==> src/rtl/pipeline_hazard_unit.sv <==
// Pipeline hazard unit: handles memory-wait stalls, redirect flushes, load-use bubbles and a sticky wait timeout.
// Define HAZARD_PERF_CNT_EN to add the stall/flush performance counters.
module pipeline_hazard_unit #(
  parameter int NBits    = 32,
  parameter int MAX_WAIT = 16
) (
  input  logic             clk,
  input  logic             reset,
  input  logic [4:0]       IF_ID_rs1_i,
  input  logic [4:0]       IF_ID_rs2_i,
  input  logic             IF_ID_use_rs1_i,
  input  logic             IF_ID_use_rs2_i,
  input  logic             ID_EX_mem_read_i,
  input  logic [4:0]       ID_EX_write_register_i,
  input  logic             ex_branch_taken_i,
  input  logic             ex_jalr_i,
  input  logic             dmem_busy_i,
  output logic             pc_write_o,
  output logic             IF_ID_write_o,
  output logic             IF_ID_flush_o,
  output logic             ID_EX_write_o,
  output logic             ID_EX_bubble_o,
  output logic             wait_timeout_o
`ifdef HAZARD_PERF_CNT_EN
  ,
  output logic [NBits-1:0] stall_cnt_o,
  output logic [NBits-1:0] flush_cnt_o
`endif
);

  localparam int WW = $clog2(MAX_WAIT + 1);
  localparam logic [WW-1:0] WAIT_MAX = WW'(MAX_WAIT);
  localparam logic [WW-1:0] WAIT_ONE = WW'(1);

  typedef enum logic [1:0] {RUN, LU_BUBBLE, MEM_WAIT} state_e;

  state_e          state_q, state_d;
  logic [WW-1:0]   wait_cnt_q, wait_cnt_d;
  logic            timeout_q, timeout_d;
  logic            lu, redir;

  always_comb begin
    lu = ID_EX_mem_read_i && (ID_EX_write_register_i != 5'd0) &&
         (((ID_EX_write_register_i == IF_ID_rs1_i) && IF_ID_use_rs1_i) ||
          ((ID_EX_write_register_i == IF_ID_rs2_i) && IF_ID_use_rs2_i));
    redir = ex_branch_taken_i | ex_jalr_i;

    pc_write_o     = 1'b1;
    IF_ID_write_o  = 1'b1;
    IF_ID_flush_o  = 1'b0;
    ID_EX_write_o  = 1'b1;
    ID_EX_bubble_o = 1'b0;
    state_d        = RUN;

    // MEM_WAIT with memory ready falls through to the RUN rules.
    if (dmem_busy_i) begin
      pc_write_o    = 1'b0;
      IF_ID_write_o = 1'b0;
      ID_EX_write_o = 1'b0;
      state_d       = MEM_WAIT;
    end else if (redir) begin
      IF_ID_flush_o  = 1'b1;
      ID_EX_bubble_o = 1'b1;
    end else if (lu && (state_q != LU_BUBBLE)) begin
      pc_write_o     = 1'b0;
      IF_ID_write_o  = 1'b0;
      ID_EX_bubble_o = 1'b1;
      state_d        = LU_BUBBLE;
    end
  end

  always_comb begin
    wait_cnt_d = '0;
    if (dmem_busy_i) begin
      wait_cnt_d = (wait_cnt_q == WAIT_MAX) ? WAIT_MAX : wait_cnt_q + WAIT_ONE;
    end
    timeout_d = timeout_q | (wait_cnt_d == WAIT_MAX);
  end

  always_ff @(posedge clk or negedge reset) begin
    if (!reset) begin
      state_q    <= RUN;
      wait_cnt_q <= '0;
      timeout_q  <= 1'b0;
    end else begin
      state_q    <= state_d;
      wait_cnt_q <= wait_cnt_d;
      timeout_q  <= timeout_d;
    end
  end

  assign wait_timeout_o = timeout_q;

`ifdef HAZARD_PERF_CNT_EN
  localparam logic [NBits-1:0] CNT_ONE = NBits'(1);

  logic [NBits-1:0] stall_cnt_q, stall_cnt_d;
  logic [NBits-1:0] flush_cnt_q, flush_cnt_d;

  always_comb begin
    stall_cnt_d = stall_cnt_q;
    flush_cnt_d = flush_cnt_q;
    if (!pc_write_o && (stall_cnt_q != '1)) stall_cnt_d = stall_cnt_q + CNT_ONE;
    if (IF_ID_flush_o && (flush_cnt_q != '1)) flush_cnt_d = flush_cnt_q + CNT_ONE;
  end

  always_ff @(posedge clk or negedge reset) begin
    if (!reset) begin
      stall_cnt_q <= '0;
      flush_cnt_q <= '0;
    end else begin
      stall_cnt_q <= stall_cnt_d;
      flush_cnt_q <= flush_cnt_d;
    end
  end

  assign stall_cnt_o = stall_cnt_q;
  assign flush_cnt_o = flush_cnt_q;
`endif

endmodule
==> config.mk <==
export PLATFORM = sky130hd
export DESIGN_NAME = pipeline_hazard_unit
export DESIGN_NICKNAME = d
export VERILOG_FILES = /design/src/rtl/pipeline_hazard_unit.sv
export SDC_FILE = /design/constraint.sdc
export NUM_CORES = 1
export LEC_CHECK = 0
export BUFFER_PORTS_ARGS = -buffer_cell sky130_fd_sc_hd__buf_4
export CAP_MARGIN = 20
export CORE_UTILIZATION = 30
export DETAILED_ROUTE_END_ITERATION = 10
export SLEW_MARGIN = 0
export SYNTH_ARGS = -nofsm -noshare
export SYNTH_HDL_FRONTEND = slang
export SYNTH_SLANG_ARGS = --single-unit
==> constraint.sdc <==
create_clock -name clk -period 1.7 [get_ports clk]
set_input_delay 0.34 -clock clk [delete_from_list [all_inputs] [get_ports clk]]
set_output_delay 0.34 -clock clk [all_outputs]
set_load 0.02 [all_outputs]
==> flow_summary.toml, run 1 <==
[status]
outcome = "finished with violations"
violations = "DRC, setup timing"

[worst_setup_path]
worstReg2RegEnd = "wait_timeout_o"
critical_path_arrival_ns = 1.67
rrSetupSlack_ns = 0.31
crit_path_start_kind = "primary input"
worst-setup-path-type = "primary input to primary output"
cp_max_fo = 2
reg2regPathDepth = 7
reg2reg_from = "wait_cnt_q[0]"
crit_path_end_kind = "primary output"
required_ns = 1.36

[power]
ir_worst_vdd_mv = 0.398
p_leak_nw = 0.398
pwr-share-clk_pct = 28.8
power.switching_w = 0.000137
seq_power_share_pct = 41.5
power_density_mw_per_mm2 = 586
p_sw_share_pct = 27.5
p_int_w = 0.000362
power_w = 0.000499
power.share.combinational_pct = 29.8

[yosys]
synthCells = 56
async_flop_share_pct = 100
ys_seq_area_share_pct = 37.6
synth_edf_count = 0
syn_area_per_cell_sq_um = 9.52
synth_nets = 81
synth_warnings = 0
synth-seq-cells = 8
syn_area_sq_um = 533
ys_types = 22
synth_ff_type = "dfrtp_1"

[floorplanning]
row_count = 14
dieArea_sq_mm = 0.00195
die_y_um = 44.2
die_width_um = 44.2
io_pins = 29
start_util_pct = 33.8
coreArea_sq_mm = 0.00158

[detailed_routing]
routed_wl_um = 1290
ant_nets = 0
viasPerCell = 4.97
avgRoutedWirePerCell_um = 12.2
remaining_drc_errors = 1
drt_iter0_drc = 6
vias = 527
firstDrtPassIters = 8

[grt]
overflow = 0
grt_pass1_wl_um = 1930
grt_pass1_vias = 492
grtUsageTotal_pct = 13.4
antenna_found_initial = 0
grt_max_degree = 9

[sta]
min_period_ns = 2.01
clock_skew_ns = 0.00144
fmax_ghz = 0.497
finalWorstSetupSlack_ns = -0.312
whs_ns = 0.233
tightest_slew_ns = 0.256
finalHoldViolCount = 0
finalSetupViolCount = 3
max-slew-margin-rel_pct = 82.8
drv_slew = 0
finalCritPeriodShare_pct = 118
rsz0062_at_grt = "yes"

[cts]
cts_buffers = 3
cts_sinks = 8
htreeDepth = 1
cts_root_buffer = "clkbuf_4"
worstSkewPairLatency_ns = 0.25
cts_buffer_depth = 2
clk_pin_slew_ns = 0.05
cts_tree = "built"

[cells_and_area]
layout.nets = 117
drive_gt1_share_pct = 44.4
multi_input_area_sq_um = 329
area.growth.synth_to_final_pct = 59.9
antenna_cells = 0
fill_cells = 157
regArea_sq_um = 200

[placement]
gp_congestion = 0.706
dp_hpwl_um = 1010
io_buffers = 28

[hold_path]
min_from = "dmem_busy_i"
hold_class = "primary input to flop"
worstHoldPathCells = 1
hold_end = "state_q[1]"

[flow_run]
maxCapViolations = 0
-- routing by layer --
layer	vias to the layer above	wire, um	GRT usage (%)
li1	262	-	-
met5	-	0	0
met4	0	21	9.09
met1	239	503	14.3
met2	24	652	22.9
met3	2	111	3.67
-- sequential cells by signal, summed over array words and instances (netlist names) --
| signal | count |
|---|---|
| wait_cnt_q | 5 |
| state_q | 2 |
| wait_timeout_o | 1 |
-- cell usage in the layout (no fill, tap or decap), drive strengths merged, types with 2 or more instances in the layout --
master and instances:
buf 31, clkbuf 3, dfrtp 8, ha 2, inv 6, nand3 2, nor2 7, nor4 3
o31ai 2, xnor2 4, xor2 10
-- logic make-up (layout without fill, tap and decap cells) --
group,after synthesis,count (layout),share of synthesized area (%)
DFF,8,8,37.6
AOI/OAI and AO/OA,8,8,12.2
buffers and inverters,7,41,5.63
and+or+nand+nor,17,17,16.9
adders and majority gates,2,2,4.69
xor gates and xnor gates,14,14,23.0
-- synth_stat cells, types with 2 or more instances --
cell type | n | area, sq um
xor2_1 | 10 | 87.6
dfrtp_1 | 8 | 200
nor2_1 | 7 | 26.3
inv_1 | 6 | 22.5
xnor2_1 | 4 | 35.0
ha_1 | 2 | 25.0
nand3_1 | 2 | 10.0
nor4_1 | 2 | 12.5
o31ai_1 | 2 | 15.0
-- power by group through the flow --
stage / Sequential (W) / Clock, W / Combinational (W)
floorplan: 0.000208 / 0 / 0.0000644
global placement: 0.000210 / 0 / 0.000137
detailed placement: 0.000210 / 0 / 0.000137
CTS: 0.000207 / 0.000153 / 0.000142
global route: 0.000208 / 0.000162 / 0.000160
finish: 0.000207 / 0.000144 / 0.000149
-- how the worst max path moves through the flow --
| stage | slack [ns] | end | from |
|---|---|---|---|
| floorplan | -0.22 | pc_write_o | ID_EX_write_register_i[3] |
| global placement | -0.27 | pc_write_o | ID_EX_write_register_i[3] |
| detailed placement | -0.29 | pc_write_o | ID_EX_write_register_i[3] |
| CTS | -0.28 | pc_write_o | ID_EX_write_register_i[1] |
| global route | -0.40 | pc_write_o | IF_ID_rs1_i[1] |
| finish | -0.31 | pc_write_o | IF_ID_rs1_i[1] |
-- final cells by class --
cell class	instances	share of cell area, %
clock buffer	3	2.64
inverter	6	2.64
multi-input combinational	41	38.6
sequential	8	23.5
tap	16	2.35
timing repair buffer	32	30.2
-- stage by stage --
step	worst slack (ns)	cells	utilization (%)	area, sq um	setup TNS, ns
global route	-0.397	106	54.0	852	-1.01
detailed placement	-0.289	102	49.4	778	-0.826
floorplan	-0.218	56	-	533	-0.234
CTS	-0.280	106	52.1	822	-0.761
finish	-0.312	106	54.0	852	-0.785
global placement	-0.274	102	49.4	778	-0.812
-- critical path: stages --
cell and delay [ns]:
buf_6 0.10, xor2_2 0.16, nor4_2 0.31, a32oi_1 0.17, o41a_1 0.42, buf_4 0.17
-- what timing repair did --
action	4_1_cts	5_1_grt
buffers inserted	0	0
setup endpoints to repair	3	3
pin swaps	2	3
gates resized for setup	3	5
endpoints found under the hold margin	8	0
hold buffers	1	0
(Power assumes the default switching activity.)
==> run 2: changes to the inputs <==
--- a/config.mk
+++ b/config.mk
@@ -9,6 +9,7 @@
 export CAP_MARGIN = 20
 export CORE_UTILIZATION = 30
 export DETAILED_ROUTE_END_ITERATION = 10
+export MAX_ROUTING_LAYER = met4
 export SLEW_MARGIN = 0
 export SYNTH_ARGS = -nofsm -noshare
 export SYNTH_HDL_FRONTEND = slang
==> flow_summary.toml, run 2 (synthesis gave the netlist of run 1 again) <==
[cells_and_area]
largest_reg_flops = 5
stdcell_area_sq_um = 852
antenna_cells = 0
layout.nets = 117
mostFrequentLayoutCells = "27 x buf_4, 9 x xor2_1, 8 x dfrtp_1"
drive_gt1_share_pct = 44.4
final_common_cell = "buf_4"
area.growth.synth_to_final_pct = 59.9
regMostFlops = "wait_cnt_q"
fin_cells = 106

[worst_setup_path]
worst-setup-path-type = "primary input to primary output"
cp_max_fo = 2
crit_path_start_kind = "primary input"
critical_path_arrival_ns = 1.67
required_ns = 1.36
crit_path_end_kind = "primary output"

[cts]
cts_sinks = 8
cts_buffers = 3
cts_root_buffer = "clkbuf_4"
cts_buffer_depth = 2
postCtsSetupBuffers = 0
cts_tree = "built"
worstSkewPairLatency_ns = 0.25
htreeDepth = 1
clk_pin_slew_ns = 0.05

[power]
ir_worst_vdd_mv = 0.398
power_w = 0.000499
power_density_mw_per_mm2 = 585
p_leak_nw = 0.398

[detailed_routing]
ant_nets = 0
routed_wl_um = 1290
viasPerCell = 4.97
remaining_drc_errors = 1
avgRoutedWirePerCell_um = 12.2
drt_iter0_drc = 6
vias = 527
firstDrtPassIters = 8

[flow_run]
maxCapViolations = 0

[sta]
tightest_slew_ns = 0.256
finalCritPeriodShare_pct = 118
finalWorstSetupSlack_ns = -0.312
rsz0062_at_grt = "yes"
clock_skew_ns = 0.00187
max-slew-margin-rel_pct = 82.8
fmax_ghz = 0.497
min_period_ns = 2.01
drv_slew = 0
finalSetupViolCount = 3
finalHoldViolCount = 0

[grt]
grt_pass1_wl_um = 1920
grt_pass1_vias = 495
antenna_found_initial = 0
grt_max_degree = 9
overflow = 0
grtUsageTotal_pct = 13.8

[status]
outcome = "finished with violations"
violations = "DRC, setup timing"

[floorplanning]
io_pins = 29
coreArea_sq_mm = 0.00158
die_width_um = 44.2
start_util_pct = 33.8
dieArea_sq_mm = 0.00195
die_y_um = 44.2
row_count = 14

[hold_path]
hold_class = "primary input to flop"

[placement]
dp_cells = 102
io_buffers = 28
dp_hpwl_um = 1010
dpl_cell_area_sq_um = 778
gp_congestion = 0.714
==> run 2: cell counts in the layout (fill, tap and decap cells not counted) <==
No cell type changed its count.
==> run 2: area by class of cell <==
class / count / area, sq um
Multi-Input combinational cell: 41 / 329
Sequential cell: 8 / 200
Fill cell: 157 / 724
Clock buffer: 3 / 22.5
Tap cell: 16 / 20.0
Inverter: 6 / 22.5
Timing Repair Buffer: 32 / 258
==> run 2: final timing paths <==
kind,start,to,slack (ns),cells after the start
worst max-delay path,IF_ID_rs1_i[1],pc_write_o,-0.31,6
worst min-delay path,dmem_busy_i,state_q[1],0.23,1
worst max register to register,wait_cnt_q[0],wait_timeout_o,0.31,7
worst min register to register,wait_timeout_o,wait_timeout_o,0.47,2
max in group asynchronous,reset,wait_cnt_q[0],1.13,2
min in group asynchronous,reset,wait_cnt_q[3],0.44,2
==> run 2: metal layers <==
| layer | global-route usage, % | up-vias | wire length (um) |
|---|---|---|---|
| met5 | - | - | 0 |
| met4 | 9.09 | 0 | 21 |
| met3 | 3.67 | 2 | 111 |
| met2 | 22.9 | 24 | 652 |
| met1 | 14.3 | 239 | 502 |
| li1 | - | 262 | - |
==> run 2: timing repair <==
action | in CTS | in global routing
endpoints found under the hold margin | 8 | 0
hold buffers | 1 | 0
pin swaps | 2 | 3
resized for setup | 3 | 5
setup endpoints to repair | 3 | 3
==> run 2: worst max-delay path: stages <==
cell and delay (ns):
buf_6 0.10, xor2_2 0.16, nor4_2 0.31, a32oi_1 0.17, o41a_1 0.42, buf_4 0.17
==> run 2: per-stage QoR <==
stage / worst slack, ns / TNS, ns / hold slack (ns) / util, %
2_1_floorplan: -0.218 / -0.234 / 0.0444 / -
6_report: -0.312 / -0.786 / 0.233 / 54.0
3_3_place_gp: -0.274 / -0.812 / 0.163 / 49.4
3_5_place_dp: -0.289 / -0.826 / 0.163 / 49.4
4_1_cts: -0.280 / -0.761 / 0.218 / 52.1
5_1_grt: -0.397 / -1.01 / 0.223 / 54.0
==> run 2: where the power goes <==
part	switching [W]	internal, W
logic	0.0000656	0.0000830
clock network	0.0000626	0.0000806
registers	0.00000894	0.000198
